--- src/rtl/param_bus_datapath_pkg.sv ---
// Shared definitions for the parameterised bus datapath: source-select offsets,
// fetch sequencer state encoding, sequencer strobe bundle and a clog2 helper.
package param_bus_datapath_pkg;

    // Bus source offsets above the general registers (src_sel = NREGS + offset)
    localparam int unsigned SRC_HI          = 0;
    localparam int unsigned SRC_LO          = 1;
    localparam int unsigned SRC_ZHI         = 2;
    localparam int unsigned SRC_ZLO         = 3;
    localparam int unsigned SRC_PC          = 4;
    localparam int unsigned SRC_MDR         = 5;
    localparam int unsigned SRC_INPORT      = 6;
    localparam int unsigned SRC_CSIGN       = 7;
    localparam int unsigned SRC_NUM_SPECIAL = 8;

    typedef enum logic [2:0] {
        FS_IDLE = 3'd0,
        FS_T0   = 3'd1,
        FS_T1   = 3'd2,
        FS_T2   = 3'd3,
        FS_DONE = 3'd4
    } fetchState_e;

    // Register load strobes the sequencer issues during a fetch
    typedef struct packed {
        logic marLd;
        logic pcInc;
        logic mdrLd;
        logic irLd;
    } fetchStrobe_t;

    function automatic int unsigned clog2(input int unsigned value);
        int unsigned width;
        width = 0;
        while ((64'd1 << width) < 64'(value)) width = width + 1;
        return width;
    endfunction

endpackage

--- src/rtl/param_bus_datapath_if.sv ---
// Control-unit / memory side signal bundle of the parameterised bus datapath.
interface param_bus_datapath_if
    import param_bus_datapath_pkg::*;
#(
    parameter int unsigned DW    = 32,
    parameter int unsigned NREGS = 16
);
    localparam int unsigned SELW = clog2(NREGS + SRC_NUM_SPECIAL);

    logic [SELW-1:0]  src_sel;
    logic [NREGS-1:0] r_in;
    logic             hi_in;
    logic             lo_in;
    logic             y_in;
    logic             pc_in;
    logic             ir_in;
    logic             mar_in;
    logic             mdr_in;
    logic             mdr_read;
    logic             z_in;
    logic [2*DW-1:0]  z_data;
    logic             inc_pc;
    logic [DW-1:0]    in_port;
    logic             fetch_start;
    logic             mem_ack;
    logic [DW-1:0]    mem_rdata;
    logic             mem_req;
    logic [DW-1:0]    mem_addr;
    logic [DW-1:0]    bus_out;
    logic [DW-1:0]    y_out;
    logic [DW-1:0]    ir_out;
    logic             fetch_busy;
    logic             fetch_done;
    logic             fetch_err;

    modport master (
        output src_sel, r_in, hi_in, lo_in, y_in, pc_in, ir_in, mar_in,
               mdr_in, mdr_read, z_in, z_data, inc_pc, in_port,
               fetch_start, mem_ack, mem_rdata,
        input  mem_req, mem_addr, bus_out, y_out, ir_out,
               fetch_busy, fetch_done, fetch_err
    );

    modport slave (
        input  src_sel, r_in, hi_in, lo_in, y_in, pc_in, ir_in, mar_in,
               mdr_in, mdr_read, z_in, z_data, inc_pc, in_port,
               fetch_start, mem_ack, mem_rdata,
        output mem_req, mem_addr, bus_out, y_out, ir_out,
               fetch_busy, fetch_done, fetch_err
    );

endinterface

--- src/rtl/param_bus_datapath_fetch_seq.sv ---
// Instruction-fetch sequencer: IDLE -> T0 -> T1 (memory handshake, timeout) -> T2 -> DONE.
module param_bus_datapath_fetch_seq
    import param_bus_datapath_pkg::*;
#(
    parameter int unsigned MEM_TO = 15
) (
    input  logic         clk,
    input  logic         clr,
    input  logic         fetchStart,
    input  logic         memAck,
    output logic         memReq,
    output logic         fetchBusy,
    output logic         fetchDone,
    output logic         fetchErr,
    output fetchStrobe_t strobe_c
);
    localparam int unsigned CNTW = clog2(MEM_TO + 1);

    fetchState_e     state;
    fetchState_e     nextState;
    logic [CNTW-1:0] waitCnt;
    logic            timeout;
    logic            startAccept;
    logic            memReqNext;
    logic            busyNext;
    logic            doneNext;
    logic            errNext;

    // Last unacknowledged T1 cycle before giving up
    assign timeout = (state == FS_T1) && !memAck && (waitCnt == CNTW'(MEM_TO - 1));

    always_ff @(posedge clk or negedge clr) begin
        if (!clr) state <= FS_IDLE;
        else      state <= nextState;
    end

    always_comb begin
        nextState = state;
        case (state)
            FS_IDLE: if (fetchStart) nextState = FS_T0;
            FS_T0:   nextState = FS_T1;
            FS_T1: begin
                if (memAck)       nextState = FS_T2;
                else if (timeout) nextState = FS_IDLE;
            end
            FS_T2:   nextState = FS_DONE;
            FS_DONE: nextState = FS_IDLE;
            default: nextState = FS_IDLE;
        endcase
    end

    // Strobes act on the edge that leaves the current state; flag outputs follow nextState
    always_comb begin
        strobe_c    = '0;
        startAccept = (state == FS_IDLE) && fetchStart;
        memReqNext  = (nextState == FS_T1);
        busyNext    = (nextState != FS_IDLE);
        doneNext    = (nextState == FS_DONE);
        errNext     = fetchErr;
        if (startAccept)  errNext = 1'b0;
        else if (timeout) errNext = 1'b1;
        case (state)
            FS_T0: begin
                strobe_c.marLd = 1'b1;
                strobe_c.pcInc = 1'b1;
            end
            FS_T1:   strobe_c.mdrLd = memAck;
            FS_T2:   strobe_c.irLd  = 1'b1;
            default: ;
        endcase
    end

    always_ff @(posedge clk or negedge clr) begin
        if (!clr) begin
            memReq    <= 1'b0;
            fetchBusy <= 1'b0;
            fetchDone <= 1'b0;
            fetchErr  <= 1'b0;
            waitCnt   <= '0;
        end else begin
            memReq    <= memReqNext;
            fetchBusy <= busyNext;
            fetchDone <= doneNext;
            fetchErr  <= errNext;
            waitCnt   <= ((state == FS_T1) && (nextState == FS_T1)) ? waitCnt + CNTW'(1) : '0;
        end
    end

endmodule

--- src/rtl/param_bus_datapath.sv ---
// Parameterised single-bus datapath: register file, special registers, bus mux
// and the instruction-fetch sequencer that owns MAR/PC/MDR/IR during a fetch.
module param_bus_datapath
    import param_bus_datapath_pkg::*;
#(
    parameter int unsigned   DW      = 32,
    parameter int unsigned   NREGS   = 16,
    parameter bit            ZERO_R0 = 1'b0,
    parameter int unsigned   CW      = 19,
    parameter int unsigned   MEM_TO  = 15,
    parameter logic [DW-1:0] PC_RST  = '0
) (
    input logic                 clk,
    input logic                 clr,
    param_bus_datapath_if.slave bif
);
    localparam int unsigned SELW = clog2(NREGS + SRC_NUM_SPECIAL);

    logic [DW-1:0] regQ [NREGS];
    logic [DW-1:0] hiQ, loQ, zHiQ, zLoQ, yQ, pcQ, irQ, marQ, mdrQ;
    logic [DW-1:0] busC;
    logic [DW-1:0] cSign;
    fetchStrobe_t  strobe;
    logic          memReq, fetchBusy, fetchDone, fetchErr;
    logic          extEn;

    param_bus_datapath_fetch_seq #(.MEM_TO(MEM_TO)) uFetchSeq (
        .clk        (clk),
        .clr        (clr),
        .fetchStart (bif.fetch_start),
        .memAck     (bif.mem_ack),
        .memReq     (memReq),
        .fetchBusy  (fetchBusy),
        .fetchDone  (fetchDone),
        .fetchErr   (fetchErr),
        .strobe_c   (strobe)
    );

    // The control unit loses every load enable while the sequencer owns the datapath
    assign extEn = !fetchBusy;
    assign cSign = DW'($signed(irQ[CW-1:0]));

    always_comb begin
        busC = '0;
        for (int i = 0; i < int'(NREGS); i++) begin
            if (bif.src_sel == SELW'(i)) busC = regQ[i];
        end
        case (bif.src_sel)
            SELW'(NREGS + SRC_HI):     busC = hiQ;
            SELW'(NREGS + SRC_LO):     busC = loQ;
            SELW'(NREGS + SRC_ZHI):    busC = zHiQ;
            SELW'(NREGS + SRC_ZLO):    busC = zLoQ;
            SELW'(NREGS + SRC_PC):     busC = pcQ;
            SELW'(NREGS + SRC_MDR):    busC = mdrQ;
            SELW'(NREGS + SRC_INPORT): busC = bif.in_port;
            SELW'(NREGS + SRC_CSIGN):  busC = cSign;
            default: ;
        endcase
    end

    for (genvar i = 0; i < int'(NREGS); i++) begin : gReg
        localparam bit HARD_ZERO = ZERO_R0 && (i == 0);
        logic we;
        assign we = extEn && bif.r_in[i] && !HARD_ZERO;
        always_ff @(posedge clk or negedge clr) begin
            if (!clr)    regQ[i] <= '0;
            else if (we) regQ[i] <= busC;
        end
    end

    always_ff @(posedge clk or negedge clr) begin
        if (!clr) begin
            hiQ  <= '0;
            loQ  <= '0;
            zHiQ <= '0;
            zLoQ <= '0;
            yQ   <= '0;
        end else begin
            if (extEn && bif.hi_in) hiQ <= busC;
            if (extEn && bif.lo_in) loQ <= busC;
            if (extEn && bif.y_in)  yQ  <= busC;
            if (extEn && bif.z_in) begin
                zHiQ <= bif.z_data[2*DW-1:DW];
                zLoQ <= bif.z_data[DW-1:0];
            end
        end
    end

    // Sequencer strobes and gated external enables never overlap, so plain priority suffices
    always_ff @(posedge clk or negedge clr) begin
        if (!clr) begin
            pcQ  <= PC_RST;
            marQ <= '0;
            mdrQ <= '0;
            irQ  <= '0;
        end else begin
            if (extEn && bif.pc_in)                        pcQ <= busC;
            else if (strobe.pcInc || (extEn && bif.inc_pc)) pcQ <= pcQ + DW'(1);

            if (strobe.marLd)                marQ <= pcQ;
            else if (extEn && bif.mar_in)    marQ <= busC;

            if (strobe.mdrLd)                mdrQ <= bif.mem_rdata;
            else if (extEn && bif.mdr_in)    mdrQ <= bif.mdr_read ? bif.mem_rdata : busC;

            if (strobe.irLd)                 irQ <= mdrQ;
            else if (extEn && bif.ir_in)     irQ <= busC;
        end
    end

    assign bif.bus_out    = busC;
    assign bif.mem_addr   = marQ;
    assign bif.y_out      = yQ;
    assign bif.ir_out     = irQ;
    assign bif.mem_req    = memReq;
    assign bif.fetch_busy = fetchBusy;
    assign bif.fetch_done = fetchDone;
    assign bif.fetch_err  = fetchErr;

endmodule

--- src/flat_wrapper.sv ---
// flat-port wrapper written by rule: the top's interface ports become plain ports
module param_bus_datapath_flat import param_bus_datapath_pkg::*;
#(
    parameter int unsigned   DW      = 32,
    parameter int unsigned   NREGS   = 16,
    parameter bit            ZERO_R0 = 1'b0,
    parameter int unsigned   CW      = 19,
    parameter int unsigned   MEM_TO  = 15,
    parameter logic [DW-1:0] PC_RST  = '0
)
  (clk, clr, bif_src_sel, bif_r_in, bif_hi_in, bif_lo_in, bif_y_in, bif_pc_in, bif_ir_in, bif_mar_in, bif_mdr_in, bif_mdr_read, bif_z_in, bif_z_data, bif_inc_pc, bif_in_port, bif_fetch_start, bif_mem_ack, bif_mem_rdata, bif_mem_req, bif_mem_addr, bif_bus_out, bif_y_out, bif_ir_out, bif_fetch_busy, bif_fetch_done, bif_fetch_err);
  param_bus_datapath_if #(.DW(DW), .NREGS(NREGS)) bif_i ();
  input logic clk;
  input logic clr;
  input wire logic [$bits(bif_i.src_sel)-1:0] bif_src_sel;
  input wire logic [$bits(bif_i.r_in)-1:0] bif_r_in;
  input wire logic [$bits(bif_i.hi_in)-1:0] bif_hi_in;
  input wire logic [$bits(bif_i.lo_in)-1:0] bif_lo_in;
  input wire logic [$bits(bif_i.y_in)-1:0] bif_y_in;
  input wire logic [$bits(bif_i.pc_in)-1:0] bif_pc_in;
  input wire logic [$bits(bif_i.ir_in)-1:0] bif_ir_in;
  input wire logic [$bits(bif_i.mar_in)-1:0] bif_mar_in;
  input wire logic [$bits(bif_i.mdr_in)-1:0] bif_mdr_in;
  input wire logic [$bits(bif_i.mdr_read)-1:0] bif_mdr_read;
  input wire logic [$bits(bif_i.z_in)-1:0] bif_z_in;
  input wire logic [$bits(bif_i.z_data)-1:0] bif_z_data;
  input wire logic [$bits(bif_i.inc_pc)-1:0] bif_inc_pc;
  input wire logic [$bits(bif_i.in_port)-1:0] bif_in_port;
  input wire logic [$bits(bif_i.fetch_start)-1:0] bif_fetch_start;
  input wire logic [$bits(bif_i.mem_ack)-1:0] bif_mem_ack;
  input wire logic [$bits(bif_i.mem_rdata)-1:0] bif_mem_rdata;
  output wire logic [$bits(bif_i.mem_req)-1:0] bif_mem_req;
  output wire logic [$bits(bif_i.mem_addr)-1:0] bif_mem_addr;
  output wire logic [$bits(bif_i.bus_out)-1:0] bif_bus_out;
  output wire logic [$bits(bif_i.y_out)-1:0] bif_y_out;
  output wire logic [$bits(bif_i.ir_out)-1:0] bif_ir_out;
  output wire logic [$bits(bif_i.fetch_busy)-1:0] bif_fetch_busy;
  output wire logic [$bits(bif_i.fetch_done)-1:0] bif_fetch_done;
  output wire logic [$bits(bif_i.fetch_err)-1:0] bif_fetch_err;
  assign bif_i.src_sel = bif_src_sel;
  assign bif_i.r_in = bif_r_in;
  assign bif_i.hi_in = bif_hi_in;
  assign bif_i.lo_in = bif_lo_in;
  assign bif_i.y_in = bif_y_in;
  assign bif_i.pc_in = bif_pc_in;
  assign bif_i.ir_in = bif_ir_in;
  assign bif_i.mar_in = bif_mar_in;
  assign bif_i.mdr_in = bif_mdr_in;
  assign bif_i.mdr_read = bif_mdr_read;
  assign bif_i.z_in = bif_z_in;
  assign bif_i.z_data = bif_z_data;
  assign bif_i.inc_pc = bif_inc_pc;
  assign bif_i.in_port = bif_in_port;
  assign bif_i.fetch_start = bif_fetch_start;
  assign bif_i.mem_ack = bif_mem_ack;
  assign bif_i.mem_rdata = bif_mem_rdata;
  assign bif_mem_req = bif_i.mem_req;
  assign bif_mem_addr = bif_i.mem_addr;
  assign bif_bus_out = bif_i.bus_out;
  assign bif_y_out = bif_i.y_out;
  assign bif_ir_out = bif_i.ir_out;
  assign bif_fetch_busy = bif_i.fetch_busy;
  assign bif_fetch_done = bif_i.fetch_done;
  assign bif_fetch_err = bif_i.fetch_err;
  param_bus_datapath #(.DW(DW), .NREGS(NREGS), .ZERO_R0(ZERO_R0), .CW(CW), .MEM_TO(MEM_TO), .PC_RST(PC_RST)) u_core (.clk(clk), .clr(clr), .bif(bif_i));
endmodule
--- config.mk ---
export PLATFORM = sky130hd
export DESIGN_NAME = param_bus_datapath_flat
export DESIGN_NICKNAME = d
export VERILOG_FILES = /design/src/rtl/param_bus_datapath_pkg.sv /design/src/rtl/param_bus_datapath_if.sv /design/src/rtl/param_bus_datapath_fetch_seq.sv /design/src/rtl/param_bus_datapath.sv /design/src/flat_wrapper.sv
export SDC_FILE = /design/constraint.sdc
export NUM_CORES = 2
export LEC_CHECK = 0
export CAP_MARGIN = 30
export CORE_MARGIN = 1.5
export CORE_UTILIZATION = 60
export DETAILED_ROUTE_END_ITERATION = 8
export PLACE_DENSITY = 0.82
export RECOVER_POWER = 100
export SLEW_MARGIN = 30
export SYNTH_ARGS = -nofsm -noshare
export SYNTH_HDL_FRONTEND = slang
export SYNTH_SLANG_ARGS = --single-unit
--- constraint.sdc ---
create_clock -name clk -period 4.92 [get_ports clk]
set_input_delay 0.738 -clock clk [delete_from_list [all_inputs] [get_ports clk]]
set_output_delay 0.738 -clock clk [all_outputs]
set_load 0.05 [all_outputs]
==> metrics.csv <==
metric;value;unit
status;finished, violations left;
violated checks;capacitance limit, slew limit;
Async SR Flop Fraction;100;%
die width;253;um
worst hold path class;reg2reg;
FF-to-FF End;u_core.bif.ir_out[10];
worst r2r path cells;8;
final WL;143000;um
length of the first detailed-routing pass in iterations;8;
ys flop type;dfrtp_1;
setup bufs post-CTS;0;
Reg-to-Reg Start;u_core.uFetchSeq.state[1];
worst-margin pin slew;3550;ps
combinational power share;33.1;%
post-synth cell types;106;
Critical Path RT;4180;ps
Final Critical Period;4880;ps
number of buffers created by CTS;84;
worst vdd ir;0.000544;V
Post-CTS Hold Fix Bufs;0;
Fillers;4594;
syn_area_per_cell;9.52;um2
global placement routability congestion;1.02;
Layout Cells excl Fill;5052;
Vias;34400;
H-tree Lvls;3;
P&R area growth vs syn;16.6;%
worst skew pair latency;650;ps
Post-synth EDFFs;0;
routed len/inst;28.3;um
switching pwr;11.3;mW
r2r setup slk;390;ps
Final Hold Fails;0;
gr ovfl total;0;
synthesized area;37600;um2
Fmax;0.205;GHz
hold path start;u_core.bif.y_out[1];
largest net degree at the start of global routing;113;
IO Port Bufs;294;
fin nets;4307;
die area;64200;um2
Cell Pwr Density;630;nW/um2
First DRT Iteration DRCs;4946;
RSZ-0062 raised after global routing;false;
die height;253;um
WS Path Type;in2out;
Detail Placement HPWL;97200;um
Sinks on Clock Net;811;
critical path peak fanout;34;
dpl cells;4892;
Pleak;19.6;nW
number of I/O pins;295;
root buffer cell;clkbuf_16;
fraction of layout cells with a size suffix above 1;10.3;%
Max Cap Viol;30;
Post-route DRC;0;
CTS tree;built;
register area share after synthesis;54.0;%
row cnt;91;
setup TNS;0;ps
Net Sw Frac;41.1;%
sequential share of power;42.8;%
hold path endpoint;u_core.bif.y_out[1];
Final period util;99.2;%
Post-Syn Nets;4115;
number of gates resized after cts;0;
FF+latch count, synth;811;
clock buffer depth;3;
vias in the first global route;32800;
Vias/cell;6.80;
first-pass GRT wire length;211000;um
Worst-path clk slew;60;ps
Clock power frac;24.1;%
Final Power;27.6;mW
Final setup viols;0;
internal power;16.2;mW
core area;61800;um2
Initial Util;60.8;%
Max-slew headroom;-137;%
cell count after synthesis;3949;
startpoint types;primary input;
post-route clock skew;29.1;ps
GRT Total Usage;44.6;%
initial antenna violation count;7;
Final ANT Viol Nets;0;
Cells on Worst Hold Path;2;
Synthesis Warnings;0;
fin. max-slew vios;1176;
nature of the critical path endpoint;output pin;
Crit path arrival time;4140;ps
## per-layer routing
| layer | wire [um] | track usage (%) |
|---|---|---|
| met1 | 51100 | 58.7 |
| met2 | 60600 | 62.7 |
| met3 | 20900 | 16.3 |
| met4 | 10200 | 27.9 |
| met5 | 45 | 0 |
## worst max-delay path: stages
cell and delay (ps):
dlygate4sd3_1 580, buf_12 220, nand3b_2 220, nor2_1 90, buf_4 260, a221oi_1 700, nand2_1 210, nor3_2 710
inv_1 100, clkbuf_2 270
## per-stage QoR
stage / utilization [%] / hold WS, ps / cell area [um2] / setup WS (ps)
2_1_floorplan: - / 441 / 37600 / 1440
3_3_place_gp: 67.1 / 454 / 41500 / 398
3_5_place_dp: 67.2 / 462 / 41500 / 457
4_1_cts: 71.8 / 213 / 44400 / 363
5_1_grt: 70.8 / 486 / 43800 / 115
6_report: 70.9 / 473 / 43800 / 39.6
## kinds of logic (layout without fill, tap and decap cells)
logic type      after synthesis  in the layout  share of synthesized area, %
xor+xnor                     33             33                         0.769
other cells                   0              6                             0
fa+ha+maj                     3              3                        0.0999
buf+inv                     411            671                          5.03
flops                       811            811                          54.0
compound gates             1405           1405                          22.4
simple gates               1169           1169                          14.2
mux                         117            117                          3.48
## synthesized netlist by cell type (all sizes together), types with 21 or more instances
library cell	n	share of area [%]
a22o	21	0.49
inv	47	0.47
mux2	78	2.3
xnor2	22	0.51
nand3	71	0.96
nor2	98	1.1
and3	59	0.98
nor2b	29	0.49
buf	169	2.6
o221ai	26	0.61
nand2	749	7.5
dfrtp	811	54
o22ai	33	0.55
nor3	46	0.67
a221oi	30	0.73
o21ai	780	10
a21oi	202	2.8
a211oi	21	0.46
clkbuf	193	1.9
mux2i	36	0.96
a22oi	107	2.2
a21o	30	0.60
## layout make-up
cell class                      count  area (um2)  area share (%)
Antenna cell                        6        15.0          0.0343
Inverter                           49         184           0.420
Multi-Input combinational cell   2727       15400            35.2
Timing Repair Buffer              468        3990            9.11
Tap cell                          837        1050            2.39
Clock buffer                      127        2500            5.70
Sequential cell                   811       20300            46.3
Clock inverter                     27         352           0.802
## sequential cells by signal, summed over array words and instances (netlist names), 32 cells and up
| name | cells |
|---|---|
| u_core.regQ | 512 |
| u_core.bif.ir_out | 32 |
| u_core.bif.mem_addr | 32 |
| u_core.bif.y_out | 32 |
| u_core.hiQ | 32 |
| u_core.loQ | 32 |
| u_core.mdrQ | 32 |
| u_core.pcQ | 32 |
| u_core.zHiQ | 32 |
| u_core.zLoQ | 32 |
## placed cells by master, fill, tap and decap left out, types with 22 or more instances in the layout
cell type	instances
dlygate4sd3_1	103
and3_1	59
mux2_2	77
o21ai_0	759
inv_1	44
buf_4	108
nor2b_1	26
o221ai_1	26
nand2_1	734
o22ai_1	33
nand3_1	71
xnor2_1	22
clkbuf_16	86
clkbuf_2	31
mux2i_1	36
a22oi_1	106
a221oi_1	29
clkdlybuf4s50_1	154
a21oi_1	201
nor3_1	43
nor2_1	89
clkbuf_1	75
dfrtp_1	811
a21o_1	30
## worst max-delay path by stage
stage	from	end	slack, ps	depth (start not counted)
after detailed placement	bif_src_sel[3]	bif_bus_out[21]	460	10
after CTS	bif_src_sel[3]	bif_bus_out[21]	360	10
final	bif_src_sel[3]	bif_bus_out[21]	40	10
after floorplan	bif_src_sel[4]	bif_bus_out[29]	1440	10
after global routing	bif_src_sel[3]	bif_bus_out[21]	110	10
after global placement	bif_src_sel[3]	bif_bus_out[21]	400	10
## power groups by stage
stage / Combinational, mW / Clock, mW / Sequential [mW]
after floorplan: 4.86 / 0 / 12.1
after global placement: 8.97 / 0 / 11.6
after detailed placement: 9.28 / 0 / 11.7
after CTS: 9.36 / 6.63 / 11.6
after global routing: 9.80 / 6.90 / 12.0
final: 9.14 / 6.65 / 11.8
No activity file was read; power rests on OpenSTA's default activity.
